File: src/rtl/uart_pkg.sv
// uart_pkg: shared definitions for the configurable UART transmitter.
//   - tx_state_e  : transmitter FSM state encoding
//   - data_bits_e : cfg_data_bits encoding (5..8 data bits)
//   - parity_e    : cfg_parity encoding (none / even / odd / reserved)
//   - OVERSAMPLE_DEF : default number of baud ticks per serial bit
//   - data_mask / last_bit_idx : helpers derived from the data-bits encoding
package uart_pkg;

    localparam int OVERSAMPLE_DEF = 16;

    typedef enum logic [2:0] {
        ST_IDLE   = 3'd0,
        ST_START  = 3'd1,
        ST_DATA   = 3'd2,
        ST_PARITY = 3'd3,
        ST_STOP   = 3'd4
    } tx_state_e;

    typedef enum logic [1:0] {
        BITS_5 = 2'b00,
        BITS_6 = 2'b01,
        BITS_7 = 2'b10,
        BITS_8 = 2'b11
    } data_bits_e;

    typedef enum logic [1:0] {
        PAR_NONE = 2'b00,
        PAR_EVEN = 2'b01,
        PAR_ODD  = 2'b10,
        PAR_RSVD = 2'b11
    } parity_e;

    // Mask that keeps only the data bits actually transmitted.
    function automatic logic [7:0] data_mask(input data_bits_e bits);
        case (bits)
            BITS_5:  return 8'h1F;
            BITS_6:  return 8'h3F;
            BITS_7:  return 8'h7F;
            default: return 8'hFF;
        endcase
    endfunction

    // Index of the last data bit of a frame (N-1).
    function automatic logic [2:0] last_bit_idx(input data_bits_e bits);
        case (bits)
            BITS_5:  return 3'd4;
            BITS_6:  return 3'd5;
            BITS_7:  return 3'd6;
            default: return 3'd7;
        endcase
    endfunction

endpackage

File: src/rtl/uart_baud_tick.sv
// uart_baud_tick: baud tick generator.
//   clk     : clock, rising edge
//   reset   : synchronous active-high reset, clears the counter
//   restart : forces the counter back to 0 on this edge (frame load)
//   div     : tick period minus one, in clk cycles
//   tick    : high during the cycle in which the count equals div
module uart_baud_tick #(
    parameter int DIV_W = 16
) (
    input  logic             clk,
    input  logic             reset,
    input  logic             restart,
    input  logic [DIV_W-1:0] div,
    output logic             tick
);

    logic [DIV_W-1:0] cnt_q;
    logic [DIV_W-1:0] cnt_d;

    assign tick = (cnt_q == div);

    always_comb begin
        cnt_d = cnt_q + 1'b1;
        if (restart || tick) begin
            cnt_d = '0;
        end
    end

    always_ff @(posedge clk) begin
        if (reset) begin
            cnt_q <= '0;
        end else begin
            cnt_q <= cnt_d;
        end
    end

endmodule

File: src/rtl/uart_tx_cfg.sv
// uart_tx_cfg: runtime-configurable UART transmitter with a 1-entry holding
// register in front of the shift register.
//   clk, reset     : clock and synchronous active-high reset
//   cfg_div        : baud tick period minus one (clk cycles)
//   cfg_data_bits  : 00=5 .. 11=8 data bits
//   cfg_parity     : 00 none, 01 even, 10 odd, 11 none
//   cfg_stop2      : 1 selects two stop bits
//   s_valid/s_data/s_ready : byte input handshake
//   tx             : registered serial output, idle high
//   busy           : frame in progress or byte waiting in the holding register
//   tx_done        : one-cycle pulse after the final stop bit of each frame
module uart_tx_cfg
    import uart_pkg::*;
#(
    parameter int OVERSAMPLE = OVERSAMPLE_DEF,
    parameter int DIV_W      = 16
) (
    input  logic             clk,
    input  logic             reset,
    input  logic [DIV_W-1:0] cfg_div,
    input  logic [1:0]       cfg_data_bits,
    input  logic [1:0]       cfg_parity,
    input  logic             cfg_stop2,
    input  logic             s_valid,
    input  logic [7:0]       s_data,
    output logic             s_ready,
    output logic             tx,
    output logic             busy,
    output logic             tx_done
);

    localparam int              OS_W    = $clog2(OVERSAMPLE);
    localparam logic [OS_W-1:0] OS_LAST = OS_W'(OVERSAMPLE - 1);

    tx_state_e        state_q, state_d;
    logic [7:0]       hold_q, hold_d;
    logic             hold_full_q, hold_full_d;
    logic [7:0]       shift_q, shift_d;
    logic             par_q, par_d;
    data_bits_e       bits_q, bits_d;
    parity_e          parity_q, parity_d;
    logic             stop2_q, stop2_d;
    logic [DIV_W-1:0] div_q, div_d;
    logic [OS_W-1:0]  os_cnt_q, os_cnt_d;
    logic [2:0]       bit_idx_q, bit_idx_d;
    logic             stop_idx_q, stop_idx_d;
    logic             tx_q, tx_d;
    logic             done_q, done_d;
    logic             busy_q, busy_d;

    logic             tick;
    logic             bit_end;
    logic             frame_end;
    logic             accept;
    logic             load;
    logic [7:0]       load_data;
    data_bits_e       cfg_bits_e;
    parity_e          cfg_par_e;

    assign cfg_bits_e = data_bits_e'(cfg_data_bits);
    assign cfg_par_e  = parity_e'(cfg_parity);

    // The counter restarts on every load so the start bit is full length.
    uart_baud_tick #(
        .DIV_W (DIV_W)
    ) u_baud (
        .clk     (clk),
        .reset   (reset),
        .restart (load),
        .div     (div_q),
        .tick    (tick)
    );

    assign bit_end   = tick && (os_cnt_q == OS_LAST) && (state_q != ST_IDLE);
    assign frame_end = bit_end && (state_q == ST_STOP) && (!stop2_q || stop_idx_q);
    assign accept    = s_valid && !hold_full_q;
    // A waiting byte starts from IDLE, or directly after the last stop bit.
    assign load      = hold_full_q && ((state_q == ST_IDLE) || frame_end);
    assign load_data = hold_q & data_mask(cfg_bits_e);

    always_comb begin
        state_d     = state_q;
        hold_d      = hold_q;
        hold_full_d = hold_full_q;
        shift_d     = shift_q;
        par_d       = par_q;
        bits_d      = bits_q;
        parity_d    = parity_q;
        stop2_d     = stop2_q;
        div_d       = div_q;
        os_cnt_d    = os_cnt_q;
        bit_idx_d   = bit_idx_q;
        stop_idx_d  = stop_idx_q;
        done_d      = 1'b0;

        if ((state_q != ST_IDLE) && tick) begin
            os_cnt_d = bit_end ? '0 : os_cnt_q + 1'b1;
        end

        case (state_q)
            ST_IDLE: begin
            end
            ST_START: begin
                if (bit_end) begin
                    state_d   = ST_DATA;
                    bit_idx_d = 3'd0;
                end
            end
            ST_DATA: begin
                if (bit_end) begin
                    shift_d = shift_q >> 1;
                    if (bit_idx_q == last_bit_idx(bits_q)) begin
                        state_d    = ((parity_q == PAR_EVEN) || (parity_q == PAR_ODD)) ? ST_PARITY : ST_STOP;
                        stop_idx_d = 1'b0;
                    end else begin
                        bit_idx_d = bit_idx_q + 3'd1;
                    end
                end
            end
            ST_PARITY: begin
                if (bit_end) begin
                    state_d    = ST_STOP;
                    stop_idx_d = 1'b0;
                end
            end
            ST_STOP: begin
                if (frame_end) begin
                    state_d = ST_IDLE;
                    done_d  = 1'b1;
                end else if (bit_end) begin
                    stop_idx_d = 1'b1;
                end
            end
            default: state_d = ST_IDLE;
        endcase

        // Config is sampled only here so mid-frame changes wait for the next frame.
        if (load) begin
            state_d     = ST_START;
            shift_d     = load_data;
            par_d       = (^load_data) ^ (cfg_par_e == PAR_ODD);
            bits_d      = cfg_bits_e;
            parity_d    = cfg_par_e;
            stop2_d     = cfg_stop2;
            div_d       = cfg_div;
            os_cnt_d    = '0;
            bit_idx_d   = 3'd0;
            stop_idx_d  = 1'b0;
            hold_full_d = 1'b0;
        end

        // Accept after load so a simultaneous accept leaves the register full.
        if (accept) begin
            hold_d      = s_data;
            hold_full_d = 1'b1;
        end

        case (state_d)
            ST_START:  tx_d = 1'b0;
            ST_DATA:   tx_d = shift_d[0];
            ST_PARITY: tx_d = par_d;
            default:   tx_d = 1'b1;
        endcase

        busy_d = (state_d != ST_IDLE) || hold_full_d;
    end

    always_ff @(posedge clk) begin
        if (reset) begin
            state_q     <= ST_IDLE;
            hold_full_q <= 1'b0;
            bits_q      <= BITS_5;
            parity_q    <= PAR_NONE;
            stop2_q     <= 1'b0;
            div_q       <= '0;
            os_cnt_q    <= '0;
            bit_idx_q   <= 3'd0;
            stop_idx_q  <= 1'b0;
            tx_q        <= 1'b1;
            done_q      <= 1'b0;
            busy_q      <= 1'b0;
        end else begin
            state_q     <= state_d;
            hold_full_q <= hold_full_d;
            bits_q      <= bits_d;
            parity_q    <= parity_d;
            stop2_q     <= stop2_d;
            div_q       <= div_d;
            os_cnt_q    <= os_cnt_d;
            bit_idx_q   <= bit_idx_d;
            stop_idx_q  <= stop_idx_d;
            tx_q        <= tx_d;
            done_q      <= done_d;
            busy_q      <= busy_d;
        end
        hold_q  <= hold_d;
        shift_q <= shift_d;
        par_q   <= par_d;
    end

    assign s_ready = !hold_full_q;
    assign tx      = tx_q;
    assign busy    = busy_q;
    assign tx_done = done_q;

endmodule

File: config.mk
export PLATFORM = sky130hd
export DESIGN_NAME = uart_tx_cfg
export DESIGN_NICKNAME = d
export VERILOG_FILES = /design/src/rtl/uart_pkg.sv /design/src/rtl/uart_baud_tick.sv /design/src/rtl/uart_tx_cfg.sv
export SDC_FILE = /design/constraint.sdc
export NUM_CORES = 1
export LEC_CHECK = 0
export CAP_MARGIN = 20
export CELL_PAD_IN_SITES_DETAIL_PLACEMENT = 0
export CELL_PAD_IN_SITES_GLOBAL_PLACEMENT = 1
export CORE_UTILIZATION = 25
export DETAILED_ROUTE_END_ITERATION = 6
export PLACE_DENSITY = 0.62
export SYNTH_ARGS = -nofsm -noshare
export SYNTH_HDL_FRONTEND = slang
export SYNTH_SLANG_ARGS = --single-unit
File: constraint.sdc
create_clock -name clk -period 2.2 [get_ports clk]
set_input_delay 0.44 -clock clk [delete_from_list [all_inputs] [get_ports clk]]
set_output_delay 0.44 -clock clk [all_outputs]
set_load 0.02 [all_outputs]
==> results of run 1 <==
cell families after synthesis:
| family | count (synthesis) |
|---|---|
| compound gates | 47 |
| xor+xnor | 45 |
| fa+ha+maj | 3 |
| buf+inv | 15 |
| flops | 69 |
| mux | 3 |
| simple gates | 142 |
registers in the layout (all words and copies together), names as in the netlist:
signal,flops
tx,1
par_q,1
tx_done,1
os_cnt_q,4
bit_idx_q,3
busy,1
stop_idx_q,1
state_q,3
shift_q,8
hold_q,8
bits_q,2
hold_full_q,1
parity_q,2
stop2_q,1
div_q,16
u_baud.cnt_q,16
stage by stage:
stage               utilization (%)  TNS, ps  instance area, um^2
global placement              32.70   -313.0                 3781
finish                        37.06   -5.168                 4285
global route                  37.06    -1898                 4285
detailed placement            32.70   -669.2                 3781
floorplan                         -        0                 3013
CTS                           35.69   -140.9                 4128
worst reg2reg max path: cells and delay by family (launching register included):
family	cells	cell delay (ps)
AO/OA/AOI/OAI	2	370
XOR/XNOR	1	180
buffers and inverters	1	180
flip-flops	1	320
AND/OR/NAND/NOR	4	1060
area by class of cell:
class / instances / area [um^2] / share of cell area (%)
clock inverter: 3 / 41.29 / 0.9635
sequential: 69 / 1535 / 35.82
timing repair buffer: 75 / 729.5 / 17.02
tap: 143 / 178.9 / 4.175
multi-input combinational: 240 / 1519 / 35.45
clock buffer: 13 / 274.0 / 6.394
inverter: 2 / 7.507 / 0.1752
cells in the mapped netlist:
cell	instances
sky130_fd_sc_hd__nand2_1	58
sky130_fd_sc_hd__dfxtp_1	54
sky130_fd_sc_hd__nor2_1	35
sky130_fd_sc_hd__xor2_1	29
sky130_fd_sc_hd__a21oi_1	27
sky130_fd_sc_hd__xnor2_1	16
sky130_fd_sc_hd__edfxtp_1	15
sky130_fd_sc_hd__nand3_1	11
sky130_fd_sc_hd__and3_1	7
sky130_fd_sc_hd__buf_2	7
sky130_fd_sc_hd__clkbuf_1	6
sky130_fd_sc_hd__nor3_1	6
sky130_fd_sc_hd__nor4_1	5
sky130_fd_sc_hd__a22o_1	4
sky130_fd_sc_hd__nand2b_1	4
sky130_fd_sc_hd__nor2b_1	4
sky130_fd_sc_hd__ha_1	3
sky130_fd_sc_hd__mux2i_1	3
sky130_fd_sc_hd__nand3b_1	3
sky130_fd_sc_hd__o21a_1	3
sky130_fd_sc_hd__o21ai_0	3
sky130_fd_sc_hd__o32ai_1	3
sky130_fd_sc_hd__or3_1	3
sky130_fd_sc_hd__inv_1	2
sky130_fd_sc_hd__nand4_1	2
sky130_fd_sc_hd__o211ai_1	2
sky130_fd_sc_hd__a211o_1	1
sky130_fd_sc_hd__a31oi_1	1
sky130_fd_sc_hd__a32o_1	1
sky130_fd_sc_hd__a41oi_1	1
sky130_fd_sc_hd__nand2b_4	1
sky130_fd_sc_hd__nor2_2	1
sky130_fd_sc_hd__nor4_4	1
sky130_fd_sc_hd__o311ai_1	1
sky130_fd_sc_hd__or3b_2	1
layout by cell type, fill, tap and decap left out, drive strengths merged, types with 4 or more instances in the layout:
cell / Yosys / final
a21oi: 27 / 27
a22o: 4 / 4
and3: 7 / 7
buf: 7 / 39
clkbuf: 6 / 14
clkdlybuf4s50: 0 / 35
dfxtp: 54 / 54
edfxtp: 15 / 15
nand2: 58 / 58
nand2b: 5 / 5
nand3: 11 / 11
nor2: 36 / 36
nor2b: 4 / 4
nor3: 6 / 6
nor4: 6 / 6
xnor2: 16 / 16
xor2: 29 / 29
power by group:
part	leakage (nW)	switching [W]	internal (W)	total, W
sequential	0.586	0.0000343	0.00136	0.00140
clock	0.160	0.000512	0.000980	0.00149
combinational	0.924	0.000229	0.000234	0.000463
layer usage:
layer | wire length [um] | track usage [%] | vias up
met1 | 3134 | 15.00 | 1127
met4 | 117 | 5.135 | 0
met3 | 326 | 4.083 | 10
li1 | - | - | 1253
met2 | 3342 | 20.29 | 46
met5 | 0 | 0 | -
worst min path at each step:
stage	startpoint	endpoint	slack [ps]	depth (start not counted)
2_1_floorplan	stop2_q$_SDFFE_PP0P_	stop2_q$_SDFFE_PP0P_	440	2
3_3_place_gp	div_q[10]$_SDFFE_PP0P_	div_q[10]$_SDFFE_PP0P_	460	2
3_5_place_dp	div_q[8]$_SDFFE_PP0P_	div_q[8]$_SDFFE_PP0P_	460	2
4_1_cts	div_q[11]$_SDFFE_PP0P_	div_q[11]$_SDFFE_PP0P_	470	2
5_1_grt	div_q[11]$_SDFFE_PP0P_	div_q[11]$_SDFFE_PP0P_	480	2
6_report	div_q[11]$_SDFFE_PP0P_	div_q[11]$_SDFFE_PP0P_	460	2
repair_timing:
action	in CTS	in global routing
endpoints found under the hold margin	0	0
buffers inserted	1	5
pin swaps	4	6
gates cloned	0	1
setup endpoints to repair	22	62
gates resized for setup	6	22
==> results by group, run 1 <==
Worst hold path
  • Worst min path class: flip-flop to flip-flop

GRT
  • Leftover overflow at the end of global routing: 0
  • Vias in the first global route: about 2,600
  • Total global routing track utilization: between 10% and 20%
  • Maximum number of pins on one net before global-route repair: 23
  • Antenna violations before repair: 0
  • Wire length of the first global-routing pass: 12.16 mm

Logic synthesis
  • Number of nets in the synthesized netlist: 359
  • Dominant combinational cell family by area after synthesis: simple AND/OR/NAND/NOR gates
  • Share of the synthesized area in the top cell type: 35.88%
  • Average instance area after synthesis: 9.299 um^2
  • Netlist area before placement: 3013 um^2
  • Synth area leaders: sky130_fd_sc_hd__dfxtp_1 36%, sky130_fd_sc_hd__edfxtp_1 15%, sky130_fd_sc_hd__xor2_1 8.4%
  • Multiplexer area fraction after synthesis: 0.9967%
  • Adder-Cell Fraction of Synth Area: 1.246%
  • Proportion of synthesized chip area in sequential cells: 50.83%
  • Largest area contributor in the netlist: sky130_fd_sc_hd__dfxtp_1
  • Fraction of the mapped netlist area in compound gates: 9.676%
  • Yosys warnings: 0
  • Library cells used by synthesis: 35
  • Xor/xnor share of the synthesized area: 13.08%
  • Number of register bits inferred by synthesis: 69
  • Post-synthesis instance total: 324
  • Synthesized-area fraction occupied by and/or/nand/nor cells: 22.01%

Placement
  • Cell count after placement: 523
  • Final HPWL from detailed placement: 4.933 mm
  • Port Buffers: 35
  • Worst slack at placement: -73.84 ps
  • Global placer's final weighted congestion: 0.7510

Critical path
  • Data required time at the worst endpoint: 2440 ps
  • Element type at the critical path end: flip-flop
  • Reg2Reg Depth: 8
  • Critical path endpoint: tx$_SDFF_PP1_
  • Startpoint of the worst-slack reg-to-reg timing path: div_q[0]$_SDFFE_PP0P_
  • Capture instance of the worst register-to-register path: tx$_SDFF_PP1_
  • Cell-by-cell listing of the critical path: xor2_1, nor4_2, nand4_1, buf_6, nand2b_4, or3_4, o21a_1, o311ai_2
  • Worst reg2reg setup slack: -5 ps
  • Cell count along the critical path: 8
  • Crit-path slowest cell: sky130_fd_sc_hd__or3_4
  • Delay of the slowest critical-path stage: about 370 ps
  • Setup crit start kind: flip-flop
  • Sum of buffers and inverters on the critical path: 1
  • Worst EP arrival: 2440 ps
  • Critical setup path kind: flip-flop to flip-flop
  • Crit path from: div_q[0]$_SDFFE_PP0P_
  • Highest fanout seen on the critical path: 8
  • Kind of cell adding the most delay to the critical path: simple AND/OR/NAND/NOR gates

Layout
  • Non-Filler Instances: 545
  • Post-layout nets: 432
  • Post-synthesis to final-layout area growth: 42.23%
  • Share of final-layout standard cells stronger than drive strength 1: 20.15%
  • Antenna Cells: 0
  • # fillers: 1,171

Detailed routing
  • DRT Pass-1 Iters: 6
  • Post-route DRC violation count: 1
  • Starting DRC count in detailed routing: 79
  • WL per Instance: between 10 and 15 um
  • Number of nets with antenna violations after routing: 0
  • Via count: about 2,400
  • Aggregate routed wire length: 6.921 mm
  • Per-cell via count in the routed design: 4.470

Timing
  • Crit path setup slack, layout: -5.168 ps
  • Final setup violation count: 1
  • Slew @ Worst Pin: 525.6 ps
  • Number of hold violations in the final report: 0
  • Min Clock Period, post-route: 2205 ps
  • Final number of max-transition violations: 0
  • Worst slack on hold paths: roughly 460 ps
  • Relative slew slack: between 60% and 70%
  • Unrepaired setup endpoints after global routing: true
  • Share of the clock period used by the worst path after layout: 100.2%
  • Maximum clock frequency: 453.5 MHz
  • Layout Skew: between 7 and 8 ps

Clock tree
  • H-Tree Level Count: 3
  • Buffer levels on the longest clock path: 2
  • Cts bufs inserted: 9
  • Skew-Pair Late Insertion Delay: 330 ps
  • Sink count of the clock tree: slightly below 70
  • Number of hold buffers added after CTS: 0
  • Clock tree from TritonCTS: done
  • Cell at the root of the clock tree: sky130_fd_sc_hd__clkbuf_16
  • CTS clock-pin slew for the worst setup and hold paths: 50 ps

Die
  • I/O pin count: 36
  • Die Outline Area: about 12,000 um^2
  • Initial core utilization: 26.05%
  • Number of standard-cell rows in the floorplan: 39
  • Die span in y: 111.8 um
  • Area of the core region: 11,560 um^2
  • Die Width: 111.8 um

Status
  • Violated checks: design-rule violations, negative setup slack
  • Result of the run: finished, violations left

Power
  • Leakage: 1.670 nW
  • Power Density: about 780 nW/um^2
  • Largest voltage drop on the vdd net: 0.4947 mV
  • Total Power Consumption: 0.003352 W

Run
  • Maxcap violations: 0
(Power assumes the default switching activity.)
==> inputs of run 2 (changes only) <==
- SYNTH_HIERARCHICAL: unset -> 1
==> run 2 against run 1 <==
  * Flip-flop and latch count unchanged
  * Count of clock-buffer cells in the layout decreased by 2
  * Cell count rose by 7.0%
  * Utilization decreased by 0.30 points
  * Synthesized cell count rose by 4.3%
  * Die area grew 5.8%
  * Non-clock buffer count is 1 higher
  * Highest routed layer unchanged
  * Critical path depth grew 2
  * The run ends with negative setup slack left
  * Routed wire length grew 10%
==> results by group, run 2 <==
Status
  • Result of the run: finished, violations left
  • Violated checks: negative setup slack

Run
  • Maxcap violations: 0 (unchanged)

Timing
  • Slew @ Worst Pin: 480.9 ps (-44.66 ps)
  • Share of the clock period used by the worst path after layout: 101.3% (+1.0 points)
  • Final number of max-transition violations: 0 (unchanged)
  • Relative slew slack: 67.87% (+3.2 points)
  • Min Clock Period, post-route: 2228 ps (+22.59 ps)
  • Unrepaired setup endpoints after global routing: true
  • Maximum clock frequency: 448.9 MHz (-1.0%)
  • Crit path setup slack, layout: -27.76 ps (-22.59 ps)
  • Layout Skew: 5.146 ps (-2.619 ps)
  • Number of hold violations in the final report: 0 (unchanged)
  • Worst slack on hold paths: 466.8 ps (+2.678 ps)
  • Final setup violation count: 1 (unchanged)

Placement
  • Cell count after placement: 563 (+7.6%)
  • Post-placement cell area: 3998 um^2 (+5.7%)
  • Final HPWL from detailed placement: 5.514 mm (+12%)
  • Global placer's final weighted congestion: 0.8320 (+11%)
  • Port Buffers: 35 (unchanged)

Layout
  • Post-layout nets: 445 (+3.0%)
  • Registers with the most flip-flops: div_q: 16 flops, u_baud/cnt_q: 16 flops
  • # fillers: 1,266 (+8.1%)
  • Commonest non-fill, non-tap cell in the layout: sky130_fd_sc_hd__nand2_1
  • Share of final-layout standard cells stronger than drive strength 1: 23.86% (+3.7 points)
  • Area of the multi-input gates: 1644 um^2 (+8.2%)
  • Post-synthesis to final-layout area growth: 40.67%
  • Antenna Cells: 0 (unchanged)
  • Area of all placed cells without fillers: 4488 um^2 (+4.7%)
  • Leading cell types in the layout, fill and taps excluded: 55 x sky130_fd_sc_hd__nand2_1, 44 x sky130_fd_sc_hd__dfxtp_1, 35 x sky130_fd_sc_hd__clkdlybuf4s50_1
  • Seq. cell area: 1544 um^2 (+0.57%)
  • Non-Filler Instances: 583 (+7.0%)

Die
  • Die span in y: 115.0 um (+2.9%)
  • Area of the core region: 12,210 um^2 (+5.6%)
  • Die Width: 115.0 um (+2.9%)
  • Die Outline Area: 13,220 um^2 (+5.8%)
  • Number of standard-cell rows in the floorplan: 40 (+2.6%)
  • Initial core utilization: 26.13% (+0.075 points)
  • I/O pin count: 36 (unchanged)

Critical path
  • Data required time at the worst endpoint: 2450 ps (about the same)
  • Highest fanout seen on the critical path: 6 (-2)
  • Cell mode on critical path: sky130_fd_sc_hd__buf_6
  • Worst reg2reg setup slack: -30 ps (-20 ps)
  • Reg2Reg Depth: 10 (+2)
  • Setup crit start kind: flip-flop
  • Startpoint of the worst-slack reg-to-reg timing path: u_baud/cnt_q[15]$_SDFF_PP0_
  • Crit-path slowest cell: sky130_fd_sc_hd__dfxtp_1
  • Delay of the slowest critical-path stage: 360 ps (about the same)
  • Capture instance of the worst register-to-register path: tx$_SDFF_PP1_
  • Cell-by-cell listing of the critical path: xnor2_2, nand4_1, nor4_4, buf_6, o31a_1, buf_6, and4_4, a221oi_4, o21bai_1, o2111ai_1
  • Critical setup path kind: flip-flop to flip-flop
  • Element type at the critical path end: flip-flop
  • Kind of cell adding the most delay to the critical path: simple AND/OR/NAND/NOR gates
  • Worst EP arrival: 2470 ps (+30 ps)
  • Sum of buffers and inverters on the critical path: 2 (+1)

Logic synthesis
  • Synthesized-area fraction occupied by and/or/nand/nor cells: 22.12% (+0.11 points)
  • Largest area contributor in the netlist: sky130_fd_sc_hd__dfxtp_1
  • Xor/xnor share of the synthesized area: 11.14% (-1.9 points)
  • Most common library cells after synthesis: 57 x sky130_fd_sc_hd__nand2_1, 54 x sky130_fd_sc_hd__dfxtp_1, 35 x sky130_fd_sc_hd__xnor2_1
  • Proportion of synthesized chip area in sequential cells: 48.00% (-2.8 points)
  • Dominant combinational cell family by area after synthesis: simple AND/OR/NAND/NOR gates
  • Adder-Cell Fraction of Synth Area: 1.176% (-0.069 points)
  • Share of the synthesized area in the top cell type: 33.88% (-2.0 points)
  • Library cells used by synthesis: 60 (+71%)
  • Multiplexer area fraction after synthesis: 0.3137% (-0.68 points)
  • Synth area leaders: sky130_fd_sc_hd__dfxtp_1 34%, sky130_fd_sc_hd__edfxtp_1 14%, sky130_fd_sc_hd__xnor2_1 9.6%
  • Netlist area before placement: 3191 um^2 (+5.9%)
  • Yosys warnings: 6 (+6)
  • EDFF count, synth: 15 (unchanged)
  • Average instance area after synthesis: 9.440 um^2 (+1.5%)
  • Number of nets in the synthesized netlist: 373 (+3.9%)
  • Fraction of registers with async set or reset after synthesis: 0% (unchanged)
  • Top-count cell post-synth: sky130_fd_sc_hd__nand2_1
  • Fraction of the mapped netlist area in compound gates: 12.82% (+3.1 points)
  • Post-synthesis instance total: 338 (+4.3%)
  • Number of register bits inferred by synthesis: 69 (unchanged)
  • Commonest register cell after synthesis: sky130_fd_sc_hd__dfxtp_1

Clock tree
  • H-Tree Level Count: 3 (unchanged)
  • Sink count of the clock tree: 69 (unchanged)
  • Clock tree from TritonCTS: done
  • Cell at the root of the clock tree: sky130_fd_sc_hd__clkbuf_16
  • Skew-Pair Late Insertion Delay: 340 ps (about the same)
  • Buffer levels on the longest clock path: 2 (unchanged)
  • Cts bufs inserted: 9 (unchanged)
  • Number of hold buffers added after CTS: 0 (unchanged)
  • CTS clock-pin slew for the worst setup and hold paths: 60 ps (about the same)

Worst hold path
  • Worst min path class: flip-flop to flip-flop
  • Hold Path Origin: div_q[0]$_SDFFE_PP0P_
  • Hold depth: 2 (unchanged)
  • Worst min-delay path endpoint: div_q[0]$_SDFFE_PP0P_

Power
  • Sequential fraction of design power: 39.2% (-2.5 points)
  • Largest voltage drop on the vdd net: 0.4578 mV (-7.5%)
  • Clock Power Share: 44.3% (-0.2 points)
  • Internal portion of total power: 0.002793 W (+8.4%)
  • Leakage: 1.548 nW (-7.3%)
  • Total Power Consumption: 0.003681 W (+9.8%)
  • Switching power as a share of total power: 24.13% (+1.0 points)
  • Fraction of power consumed by combinational cells: 16.5% (+2.7 points)
  • Sw power: 0.0008880 W (+15%)
  • Power Density: 820.1 nW/um^2 (+4.9%)

Detailed routing
  • Post-route DRC violation count: 0 (-1)
  • Aggregate routed wire length: 7.643 mm (+10%)
  • Number of nets with antenna violations after routing: 0 (unchanged)
  • Per-cell via count in the routed design: 4.518 (+1.1%)
  • WL per Instance: 13.11 um (+3.2%)
  • Via count: 2,634 (+8.1%)
  • Starting DRC count in detailed routing: 157 (+99%)
  • DRT Pass-1 Iters: 4 (-2)

GRT
  • Maximum number of pins on one net before global-route repair: 19 (-17%)
  • Antenna violations before repair: 0 (unchanged)
  • Total global routing track utilization: 12.71% (+0.28 points)
  • Vias in the first global route: 2,592 (+1.6%)
  • Wire length of the first global-routing pass: 12.68 mm (+4.2%)
  • Leftover overflow at the end of global routing: 0 (unchanged)
run 2: kinds of logic (layout without fill, tap and decap cells):
| kind of cell | after synthesis | count (layout) |
|---|---|---|
| XOR/XNOR | 39 | 39 |
| AND/OR/NAND/NOR | 139 | 140 |
| buffers and inverters | 27 | 103 |
| adder cells (fa/ha/maj) | 3 | 3 |
| AO/OA/AOI/OAI | 60 | 60 |
| multiplexers | 1 | 1 |
| flip-flops | 69 | 69 |
run 2: power groups by stage:
stage | Sequential (W) | Clock (W) | Combinational [W]
2_1_floorplan | 0.00146 | 0 | 0.000363
5_1_grt | 0.00146 | 0.00172 | 0.000665
3_3_place_gp | 0.00147 | 0 | 0.000565
4_1_cts | 0.00144 | 0.00167 | 0.000582
6_report | 0.00144 | 0.00163 | 0.000606
3_5_place_dp | 0.00147 | 0 | 0.000564
run 2: how the worst max path moves through the flow:
stage / to / start / cells past startpoint
floorplan: u_baud/cnt_q[8]$_SDFF_PP0_ / u_baud/cnt_q[2]$_SDFF_PP0_ / 14
global placement: tx$_SDFF_PP1_ / u_baud/cnt_q[13]$_SDFF_PP0_ / 9
detailed placement: tx$_SDFF_PP1_ / u_baud/cnt_q[13]$_SDFF_PP0_ / 9
CTS: tx$_SDFF_PP1_ / div_q[10]$_SDFFE_PP0P_ / 10
global route: tx$_SDFF_PP1_ / u_baud/cnt_q[15]$_SDFF_PP0_ / 10
finish: tx$_SDFF_PP1_ / u_baud/cnt_q[15]$_SDFF_PP0_ / 10
run 2: layer usage:
layer	vias up	GRT usage, %	part of all wire, %
met5	-	0	0
met4	0	5.714	1.9
met3	12	3.795	4.3
met2	47	20.60	49
met1	1243	15.56	45
li1	1332	-	-
run 2: repair_timing:
| action | CTS | global route |
|---|---|---|
| resized for setup | 10 | 22 |
| endpoints found under the hold margin | 0 | 0 |
| cloned | 0 | 1 |
| buffers inserted | 2 | 1 |
| endpoints found under the setup margin | 59 | 67 |
| pin swaps | 8 | 11 |
run 2: stage by stage:
stage | TNS [ps] | util [%] | worst slack, ps
final | -27.76 | 36.75 | -27.76
after CTS | -69.18 | 35.91 | -69.18
after detailed placement | -2427 | 32.74 | -138.5
after global placement | -2965 | 32.74 | -162.8
after global routing | -807.5 | 36.75 | -143.4
after floorplan | -3922 | - | -241.2
run 2: worst min-delay path, stage by stage (launching register included):
cell	delay, ps
sky130_fd_sc_hd__dfxtp_1	310
sky130_fd_sc_hd__nand2_1	50
sky130_fd_sc_hd__a21oi_1	50
run 2: final cells by class:
type	count	area share, %
clock buffers	11	5.185
clock inverters	5	2.202
inverters	11	1.087
multi-input cells	243	36.63
repair buffers	76	15.81
well taps	168	4.684
flip-flops and latches	69	34.40
